$ cat src/rtl/booth2_pp_accumulator.sv
// Purpose: sums the 8 raw Booth-2 partial products of a 16x16 signed multiply, one per clock, into a 32-bit product.
// Latency: out_valid rises 8 cycles after the accept edge; one operation per 10 cycles at best.
// Backpressure: in_ready only in IDLE; product is held with out_valid until out_ready completes the handshake.
module booth2_pp_accumulator #(
    parameter int PP_W   = 18,
    parameter int PROD_W = 32,
    parameter int NUM_PP = 8
) (
    input  logic              sys_clk,
    input  logic              sys_rst_n,
    input  logic              in_valid,
    output logic              in_ready,
    input  logic [PP_W-1:0]   pp1,
    input  logic [PP_W-1:0]   pp2,
    input  logic [PP_W-1:0]   pp3,
    input  logic [PP_W-1:0]   pp4,
    input  logic [PP_W-1:0]   pp5,
    input  logic [PP_W-1:0]   pp6,
    input  logic [PP_W-1:0]   pp7,
    input  logic [PP_W-1:0]   pp8,
    output logic              out_valid,
    input  logic              out_ready,
    output logic [PROD_W-1:0] product,
    output logic              busy
);

    localparam int CNT_W = $clog2(NUM_PP);

    typedef enum logic [1:0] {
        IDLE = 2'd0,
        ACC  = 2'd1,
        DONE = 2'd2
    } state_t;

    state_t                       state;
    logic [NUM_PP-1:0][PP_W-1:0]  bank;
    logic [CNT_W-1:0]             cnt;
    logic [PROD_W-1:0]            acc;

    logic [PP_W-1:0]              pp_sel;
    logic [PROD_W-1:0]            pp_ext;
    logic [CNT_W:0]               shamt;
    logic [PROD_W-1:0]            term;
    logic [PROD_W-1:0]            sum;

    assign in_ready = (state == IDLE);
    assign busy     = (state == ACC);

    // Weight the current partial product: sign-extend from bit 17, shift by 2*cnt, add to the running sum (mod 2^32).
    always_comb begin
        pp_sel = bank[cnt];
        pp_ext = {{(PROD_W-PP_W){pp_sel[PP_W-1]}}, pp_sel};
        shamt  = {cnt, 1'b0};
        term   = pp_ext << shamt;
        sum    = acc + term;
    end

    // Control FSM with datapath: capture bank on accept, accumulate for NUM_PP cycles, hold result until taken.
    always_ff @(posedge sys_clk or negedge sys_rst_n) begin
        if (!sys_rst_n) begin
            state     <= IDLE;
            bank      <= '0;
            cnt       <= '0;
            acc       <= '0;
            product   <= '0;
            out_valid <= 1'b0;
        end else begin
            case (state)
                IDLE: begin
                    if (in_valid) begin
                        bank  <= {pp8, pp7, pp6, pp5, pp4, pp3, pp2, pp1};
                        acc   <= '0;
                        cnt   <= '0;
                        state <= ACC;
                    end
                end
                ACC: begin
                    acc <= sum;
                    cnt <= cnt + CNT_W'(1);
                    if (cnt == CNT_W'(NUM_PP-1)) begin
                        product   <= sum;
                        out_valid <= 1'b1;
                        state     <= DONE;
                    end
                end
                DONE: begin
                    if (out_ready) begin
                        out_valid <= 1'b0;
                        state     <= IDLE;
                    end
                end
                default: begin
                    out_valid <= 1'b0;
                    state     <= IDLE;
                end
            endcase
        end
    end

endmodule

$ cat config.mk
export PLATFORM = sky130hd
export DESIGN_NAME = booth2_pp_accumulator
export DESIGN_NICKNAME = d
export VERILOG_FILES = /design/src/rtl/booth2_pp_accumulator.sv
export SDC_FILE = /design/constraint.sdc
export NUM_CORES = 1
export LEC_CHECK = 0
export BUFFER_PORTS_ARGS = -buffer_cell sky130_fd_sc_hd__buf_2
export CORE_MARGIN = 1.5
export CORE_UTILIZATION = 57
export CTS_CLUSTER_DIAMETER = 30
export CTS_CLUSTER_SIZE = 8
export DETAILED_ROUTE_END_ITERATION = 6
export PLACE_DENSITY_LB_ADDON = 0.2
export SYNTH_ARGS = -nofsm -noshare
export SYNTH_HDL_FRONTEND = slang
export SYNTH_SLANG_ARGS = --single-unit
$ cat constraint.sdc
create_clock -name sys_clk -period 5.6 [get_ports sys_clk]
set_clock_uncertainty 0.1 [all_clocks]
set_input_delay 0.84 -clock sys_clk [delete_from_list [all_inputs] [get_ports sys_clk]]
set_output_delay 0.84 -clock sys_clk [all_outputs]
set_load 0.005 [all_outputs]
**After elaboration in Yosys (flattened, before gate mapping)**

Index checks and enable logic that the tools add are counted.

- $add $sub $neg: 2
- Multiply operators: 0
- Div/mod/pow operators: 0
- Order comparisons: 1
- Equality and inequality tests: 6
- Shift operators: 1
- Multiplexer cells: 13
- Bitwise logic cells: 1
- Reduce and logical (&&, ||, !) cells: 7

Operators by type and width:

| operator | count |
|---|---|
| 32-bit case mux with 2 select lines | 1 |
| 18-bit binary-select mux with 3-bit select | 1 |
| 32-bit adder | 1 |
| 32-bit two-way mux | 1 |
| 32-bit by 4-bit left shift with 32-bit output | 1 |
| 18-bit two-way mux | 1 |
| 2-bit two-way mux | 3 |
| 2-bit case mux with 3 select lines | 1 |
| 3-bit case mux with 2 select lines | 1 |
| 2-bit AND reduction | 3 |
| 3-bit AND reduction | 2 |
| 3-bit by 4-bit < comparator with 1-bit output (second input constant) | 1 |
| 2-bit inequality test (second input constant) | 2 |
| 3-bit by 1-bit adder with 3-bit output (second input constant) | 1 |
| 3-bit == test (second input constant) | 1 |
| 3-bit two-way mux | 1 |
| 1-bit case mux with 3 select lines | 1 |
| 2-bit by 1-bit == test with 1-bit output (second input constant) | 1 |
| 2-bit == test (second input constant) | 1 |
| 2-bit logical NOT | 1 |
| 1-bit two-way mux | 2 |
| 2-bit by 1-bit inequality test with 1-bit output (second input constant) | 1 |
| 2-bit nonzero test | 1 |
| 1-bit inverter | 1 |

- Register bits: 214
- Bits in latches: 0
- Bits in writable memories: 0
- Bits in read-only memories: 0
- Bits of input ports: 148
- Output and inout port bits: 35
- Word-level logic and storage cells: 44
- Memories: 0

**Logic depth before layout (Yosys ltp)**

Gate-level depths: netlist of the first run.

- Depth in word-level cells: 5
- Gate-level depth with buffers: 19
- Gate-level depth less buffers: 17

**Worst setup path before layout of the first run**

Ideal clock, no wire load.

- Kind: register to register
- Start point: register cnt[0]
- End point: register acc[30]
- Setup time: 0.131 ns
- Data arrival time: 3.752 ns
- Required time: 5.369 ns
- Path slack: 1.617 ns
- Cell stages (with the launch flop): 19
- Buffers on the path: 2
- Cell sequence: dfrtp_1 > buf_2 > buf_4 > mux4_2 > mux2_2 > o21ai_1 > nand2_1 > o21ai_1 > mux2i_1 > ha_1 > a21o_1 > a21o_1 > a21oi_1 > nor2_1 > a211oi_1 > o31ai_2 > a311oi_2 > xor2_1 > o21ai_1

- Cells in the longest elaborated chain, start to end: 5

Ends and longest elaborated chain:

| item | line | text |
|---|---|---|
| start, declared | 37 | `logic [CNT_W-1:0] cnt;` |
| start signal, assigned | 79 | `cnt <= cnt + CNT_W'(1);` |
| 18-bit binary-select mux with 3-bit select | 51 | `pp_sel = bank[cnt];` |
| 18-bit two-way mux (implied by the code) | 51 |  |
| 32-bit by 4-bit left shift with 32-bit output * | 54 | `term = pp_ext << shamt;` |
| 32-bit adder * | 55 | `sum = acc + term;` |
| 32-bit case mux with 2 select lines * | 68 | `case (state)` |
| end signal, assigned | 78 | `acc <= sum;` |
| end, declared | 38 | `logic [PROD_W-1:0] acc;` |

Mark *: on every way between the ends. The rest lies on a longest branch, timed or not. The select of a mux whose other input is x is not followed.
A chain may end at the register's enable or synchronous reset.

**Worst setup path in the final report of the first run**

- Start point: register cnt[0]
- End point: register acc[29]

Same word-level chain as after synthesis.

==> results of run 1 <==
-- critical path, cell delays in order (launching register included) --
cell and delay [ps]:
dfrtp_4 650, buf_4 320, mux4_2 560, nand2b_1 210, nand2_2 130, nor2_1 140, a21oi_1 50, o21ai_1 220
mux2i_1 120, ha_1 380, a211oi_1 350, o21ai_1 130, a211oi_1 230, o21bai_1 140, a32oi_2 300, o21ai_1 110
a21oi_1 180, xor2_1 220, o21ai_1 90
-- layer usage --
| layer | vias to the layer above | GRT usage (%) |
|---|---|---|
| met5 | - | 0 |
| met2 | 331 | 47.90 |
| li1 | 4541 | - |
| met1 | 4437 | 38.22 |
| met4 | 0 | 12.46 |
| met3 | 68 | 4.832 |
-- synthesized netlist by cell type (7+ instances only) --
library cell | instances | share of area [%]
nand2_1 | 503 | 17
dfrtp_1 | 214 | 47
clkbuf_1 | 60 | 2.0
o21ai_1 | 48 | 2.1
o21ai_0 | 46 | 2.0
nand3_1 | 42 | 1.9
a21oi_1 | 41 | 1.8
mux4_2 | 36 | 7.2
ha_1 | 33 | 3.7
nor2_1 | 32 | 1.1
mux2i_1 | 26 | 2.3
a21o_1 | 23 | 1.5
mux2_2 | 20 | 2.0
xnor2_1 | 15 | 1.2
xor2_1 | 13 | 1.0
buf_2 | 7 | 0.31
-- final timing paths --
| path | from | endpoint | slack [ps] | cells past startpoint |
|---|---|---|---|---|
| setup reg to reg | cnt[0] | acc[29] | 810 | 18 |
| min in group sys_clk | product[10] | product[10] | 370 | 2 |
| hold / removal | sys_rst_n | product[7] | 330 | 1 |
| max in group asynchronous | sys_rst_n | acc[31] | 3750 | 2 |
| setup / recovery | cnt[0] | acc[29] | 810 | 18 |
| hold reg to reg | product[10] | product[10] | 370 | 2 |
-- registers in the layout, summed over array words and instances, names as in the netlist --
name	flops
product	32
out_valid	1
acc	32
cnt	3
bank	144
state	2
-- cell usage in the layout, fill, tap and decap left out, types with 5 or more instances in the layout --
cell type  Yosys  layout
o21bai_1       5       5
mux2_2        20      20
nor3_1         6       6
nor2b_1        6       6
clkbuf_16      0      42
buf_4          3      11
nor2_1        32      32
ha_1          33      33
nand3_1       42      42
o21ai_0       46      46
mux4_2        36      36
clkbuf_8       0       8
dfrtp_1      214     211
a21oi_1       41      41
buf_2          7     181
inv_1          5       5
xor2_1        13      13
a31oi_1        5       5
a21o_1        23      23
mux2i_1       26      26
o21ai_1       48      48
xnor2_1       15      15
clkbuf_1      60       8
nand2_1      503     501
a211oi_1       5       5
nand2b_1       6       5
-- cells by family (layout without fill, tap and decap cells) --
| logic type | count (synthesis) | in the layout | synth area share [%] |
|---|---|---|---|
| flip-flops | 214 | 214 | 47.37 |
| AND/OR/NAND/NOR | 612 | 612 | 21.54 |
| multiplexers | 82 | 82 | 11.47 |
| XOR/XNOR | 29 | 29 | 2.313 |
| buffers and inverters | 81 | 272 | 2.866 |
| adder cells (fa/ha/maj) | 34 | 34 | 3.829 |
| AO/OA/AOI/OAI | 196 | 196 | 10.62 |
-- stage by stage --
step / utilization, % / instances / cell area, µm²
2_1_floorplan: - / 1248 / 11310
3_3_place_gp: 63.71 / 1633 / 12400
3_5_place_dp: 63.71 / 1633 / 12400
4_1_cts: 70.73 / 1704 / 13770
5_1_grt: 70.73 / 1704 / 13770
6_report: 70.73 / 1704 / 13770
-- final cells by class --
class	instances	share of cell area, %
tap	265	2.409
inverter	6	0.1636
clock buffer	57	8.553
sequential	214	38.95
timing repair buffer	195	7.571
clock inverter	14	1.372
multi-input combinational	953	40.98
==> metrics.md, run 1 <==
| Metric | Value |
|---|---|
| Total CTS buffers | slightly above 40 |
| Unrepaired setup endpoints after global routing | false |
| Clk sinks | 214 |
| Setup CP Type | flip-flop to flip-flop |
| Post-DP HPWL | 19730 µm |
| Setup WS post-layout | approximately 810 ps |
| Netlist cell types | 52 |
| Largest net degree at the start of global routing | around 100 |
| Final Hold Viols | 0 |
| Root Buffer | clkbuf_16 |
| Setup TNS | 0 ps |
| CTS tree | done |
| Worst slew margin | roughly 30% |
| Met3 routed wirelength | between 1500 and 2000 µm |
| Die Width | roughly 140 µm |
| Reg area | roughly 5400 µm² |
| Number of global-route vias before repair | around 9k |
| Area growth syn-to-layout | 21.76% |
| DRT antenna net count | 0 |
| Diodes inserted | 0 |
| Synth Register Bits | ~210 |
| Postcts setup bufs | 0 |
| Num rows | 51 |
| Critical-path maximum fanout | 18 |
| Number of enable flip-flop cells after synthesis | 0 |
| Clk buf depth | 3 |
| Wl on met1 | 12030 µm |
| Syn avg cell area | just over 9 µm² |
| Post-CTS sizing | 0 |
| Mapped Area | ~11000 µm² |
| Crit share post-route | ~86% |
| Hold_buf cts | 0 |
| Residual DRC | 0 |
| Yosys warns | 0 |
| Critical path required time | roughly 6000 ps |
| All-Layer GR Usage | 29.11% |
| Clock latency on the worst-skew pair | about 520 ps |
| Setup slack after placement | between 800 and 900 ps |
| Via count | 9377 |
| First-pass GRT wire length | ~47000 µm |
| Die height | 143.8 µm |
| Status | complete, no violations |
| Fill count | ~1.5k |
| Maximum clock rate | roughly 0.21 GHz |
| NumNets Final | about 1.6k |
| Worst-Margin Slew | 1044 ps |
| # port buffers | around 180 |
| Ys async rst share | between 90% and 100% |
| Worst endpoint data arrival time | 5070 ps |
| Final Wtd Congestion | approximately 0.95 |
| Multi-input logic area | approximately 5600 µm² |
| Worst hold path type | primary input to async pin |
| DR pass1 iterations | 5 |
| Slew Limit Fails | 0 |
| Initial Utilization | slightly below 60% |
| Initial antenna violation count | 0 |
| Top layer in use | met4 |
| Die area | slightly above 20000 µm² |
| Minimum clock period | 4794 ps |
| Post-Synthesis Cells | roughly 1.2k |
| # Max-Cap Violations | 0 |
| Post-DR vias/cell | roughly 5.5 |
| H-tree depth | 2 |
| Syn_nets | about 1.4k |
| Drt wl/cell | 16.91 µm |
| Post-synthesis sequential area ratio | roughly 47% |
| Met2 WL | roughly 14000 µm |
| Boundary Pins | between 150 and 200 |
| Crit path capture type | flip-flop |
| GRT overflow | 0 |
| Core box area | ~19000 µm² |
| Layout cell share with drive strength beyond 1 | between 20% and 30% |
| DRT Wirelength | 28810 µm |
| Hold WS | around 330 ps |
| Startpoint types | flip-flop |
| Clk pin slew, worst setup/hold paths | 50 ps |
| Drt first-iter violations | between 500 and 600 |
| Most used DFF post-synth | dfrtp_1 |
| Final setup fails | 0 |
Power of run 1 is not shown: default switching activity piles up to over one toggle a cycle in this logic, so the estimate is an artifact.
==> run 2, diff against run 1 <==
Settings changed: CORE_UTILIZATION 57 to 59, CTS_BUF_LIST from default to sky130_fd_sc_hd__clkbuf_4 sky130_fd_sc_hd__clkbuf_8, GPL_TIMING_DRIVEN from default to 0.
==> metrics.md, run 2 (synthesis gave the netlist of run 1 again) <==
| Metric | Value |
|---|---|
| Max reg flops | around 140 |
| GRT overflow | 0 |
| Worst path slowest cell | fa_1 |
| Multi-input logic area | 5627 µm² |
| Total CTS buffers | 43 |
| Reg2reg end | product[30] |
| Number of global-route vias before repair | ~9.9k |
| Core box area | around 19000 µm² |
| Highest-count cells in the layout ignoring fill and taps | nand2_1 (503), dfrtp_1 (214), buf_2 (188) |
| Drt wl/cell | between 15 and 20 µm |
| DRT Wirelength | around 32000 µm |
| Post-DP HPWL | roughly 23000 µm |
| NumNets Final | between 1.5k and 2k |
| DR pass1 iterations | 5 |
| Unrepaired setup endpoints after global routing | false |
| Slew Limit Fails | 0 |
| Largest regs | bank: 144 flops, acc: 32 flops, product: 32 flops |
| Via count | about 10k |
| Largest net degree at the start of global routing | ~120 |
| Setup CP Type | flip-flop to flip-flop |
| Final Hold Viols | 0 |
| Area growth syn-to-layout | 19.67% |
| DP Area | between 10000 and 15000 µm² |
| All-Layer GR Usage | between 30% and 40% |
| Initial Utilization | 60.24% |
| Worst-Margin Slew | 781.5 ps |
| Diodes inserted | 0 |
| Layout cell share with drive strength beyond 1 | a little under a quarter |
| Critical-path maximum fanout | 10 |
| Clk buf depth | 3 |
| Die height | ~140 µm |
| Postcts setup bufs | 0 |
| Die Width | around 140 µm |
| Startpoint types | flip-flop |
| Most common cell after layout, fill and taps aside | nand2_1 |
| CTS tree | done |
| Root Buffer | clkbuf_8 |
| Peak per-stage delay on the critical path | between 400 and 500 ps |
| Worst R2R Setup Slack | between 600 and 700 ps |
| Minimum clock period | between 4000 and 5000 ps |
| H-tree depth | 2 |
| # port buffers | 182 |
| Clock latency on the worst-skew pair | 550 ps |
| DRT antenna net count | 0 |
| Worst r2r src | cnt[1] |
| # Max-Cap Violations | 0 |
| Critical path required time | a little under 6000 ps |
| Crit share post-route | 87.72% |
| Residual DRC | 0 |
| Final setup fails | 0 |
| Clk sinks | 214 |
| Die area | approximately 20000 µm² |
| Fill count | 1448 |
| Initial antenna violation count | 0 |
| Post-CTS sizing | 0 |
| Worst endpoint data arrival time | ~5200 ps |
| Reg area | roughly 5400 µm² |
| Post-DR vias/cell | roughly 5.7 |
| Final Wtd Congestion | around 0.95 |
| First-pass GRT wire length | around 50000 µm |
| Dpl cells | around 1.7k |
| Worst slew margin | between 40% and 50% |
| Hold_buf cts | 0 |
| Crit path capture type | flip-flop |
| Reg2Reg Depth | 17 |
| Status | complete, no violations |
| Final Cell Area | about 14000 µm² |
| Most flops, register | bank |
| Worst hold path type | primary input to async pin |
| Num rows | 50 |
| Drt first-iter violations | around 650 |
| Non-Filler Instances | about 1.7k |
| Clk pin slew, worst setup/hold paths | about 60 ps |
| Boundary Pins | 183 |
| Critical-path cell list | buf_2 > buf_2 > clkbuf_1 > clkbuf_1 > nor3_1 > and2_1 > ha_1 > fa_1 > a21oi_1 > o21ai_1 > a211oi_2 > nor2_1 > a21oi_2 > o31ai_2 > a311oi_2 > xor2_1 > o21ai_1 |
| Maximum clock rate | between 0.2 and 0.25 GHz |
| End-of-flow core utilization | approximately 72% |
[run 2: how the worst max path moves through the flow]
stage	start	to	slack [ps]
after floorplan	cnt[0]	acc[30]	1620
final	cnt[1]	product[30]	690
after global routing	cnt[1]	product[30]	350
after detailed placement	cnt[1]	product[30]	710
after global placement	sys_rst_n	bank[135]	-10
after CTS	cnt[1]	product[30]	700
[run 2: cell type report]
type	count	share of cell area, %
flip-flops and latches	214	39.58
clock inverters	18	1.591
clock buffers	58	5.669
multi-input cells	953	41.59
inverters	6	0.1665
plain buffers	75	2.229
well taps	234	2.164
repair buffers	183	7.010
[run 2: worst max-delay path: cells and delay by family, from the launching register on]
kind	cells	cell delay, ps
AOI/OAI and AO/OA	7	1530
buffers and inverters	4	1440
adders and majority gates	2	650
and+or+nand+nor	3	420
DFF	1	360
xor gates and xnor gates	1	250
[run 2: stage by stage]
| stage | setup WS (ps) | hold slack (ps) | TNS [ps] |
|---|---|---|---|
| final | 687.9 | 189.0 | 0 |
| after global routing | 350.6 | 249.8 | 0 |
| after CTS | 700.3 | 223.5 | 0 |
| after detailed placement | 706.3 | 356.6 | 0 |
| after global placement | -13.23 | 351.8 | -470.4 |
| after floorplan | 1617 | 340.3 | 0 |
[run 2: routing by layer]
layer | global-route usage, % | share of wire (%) | vias to the layer above
li1 | - | - | 4680
met1 | 40.95 | 40 | 4823
met2 | 54.77 | 49 | 407
met3 | 6.379 | 7.1 | 86
met4 | 13.08 | 3.9 | 0
met5 | 0 | 0 | -
Power of run 2 is left out for the same reason.
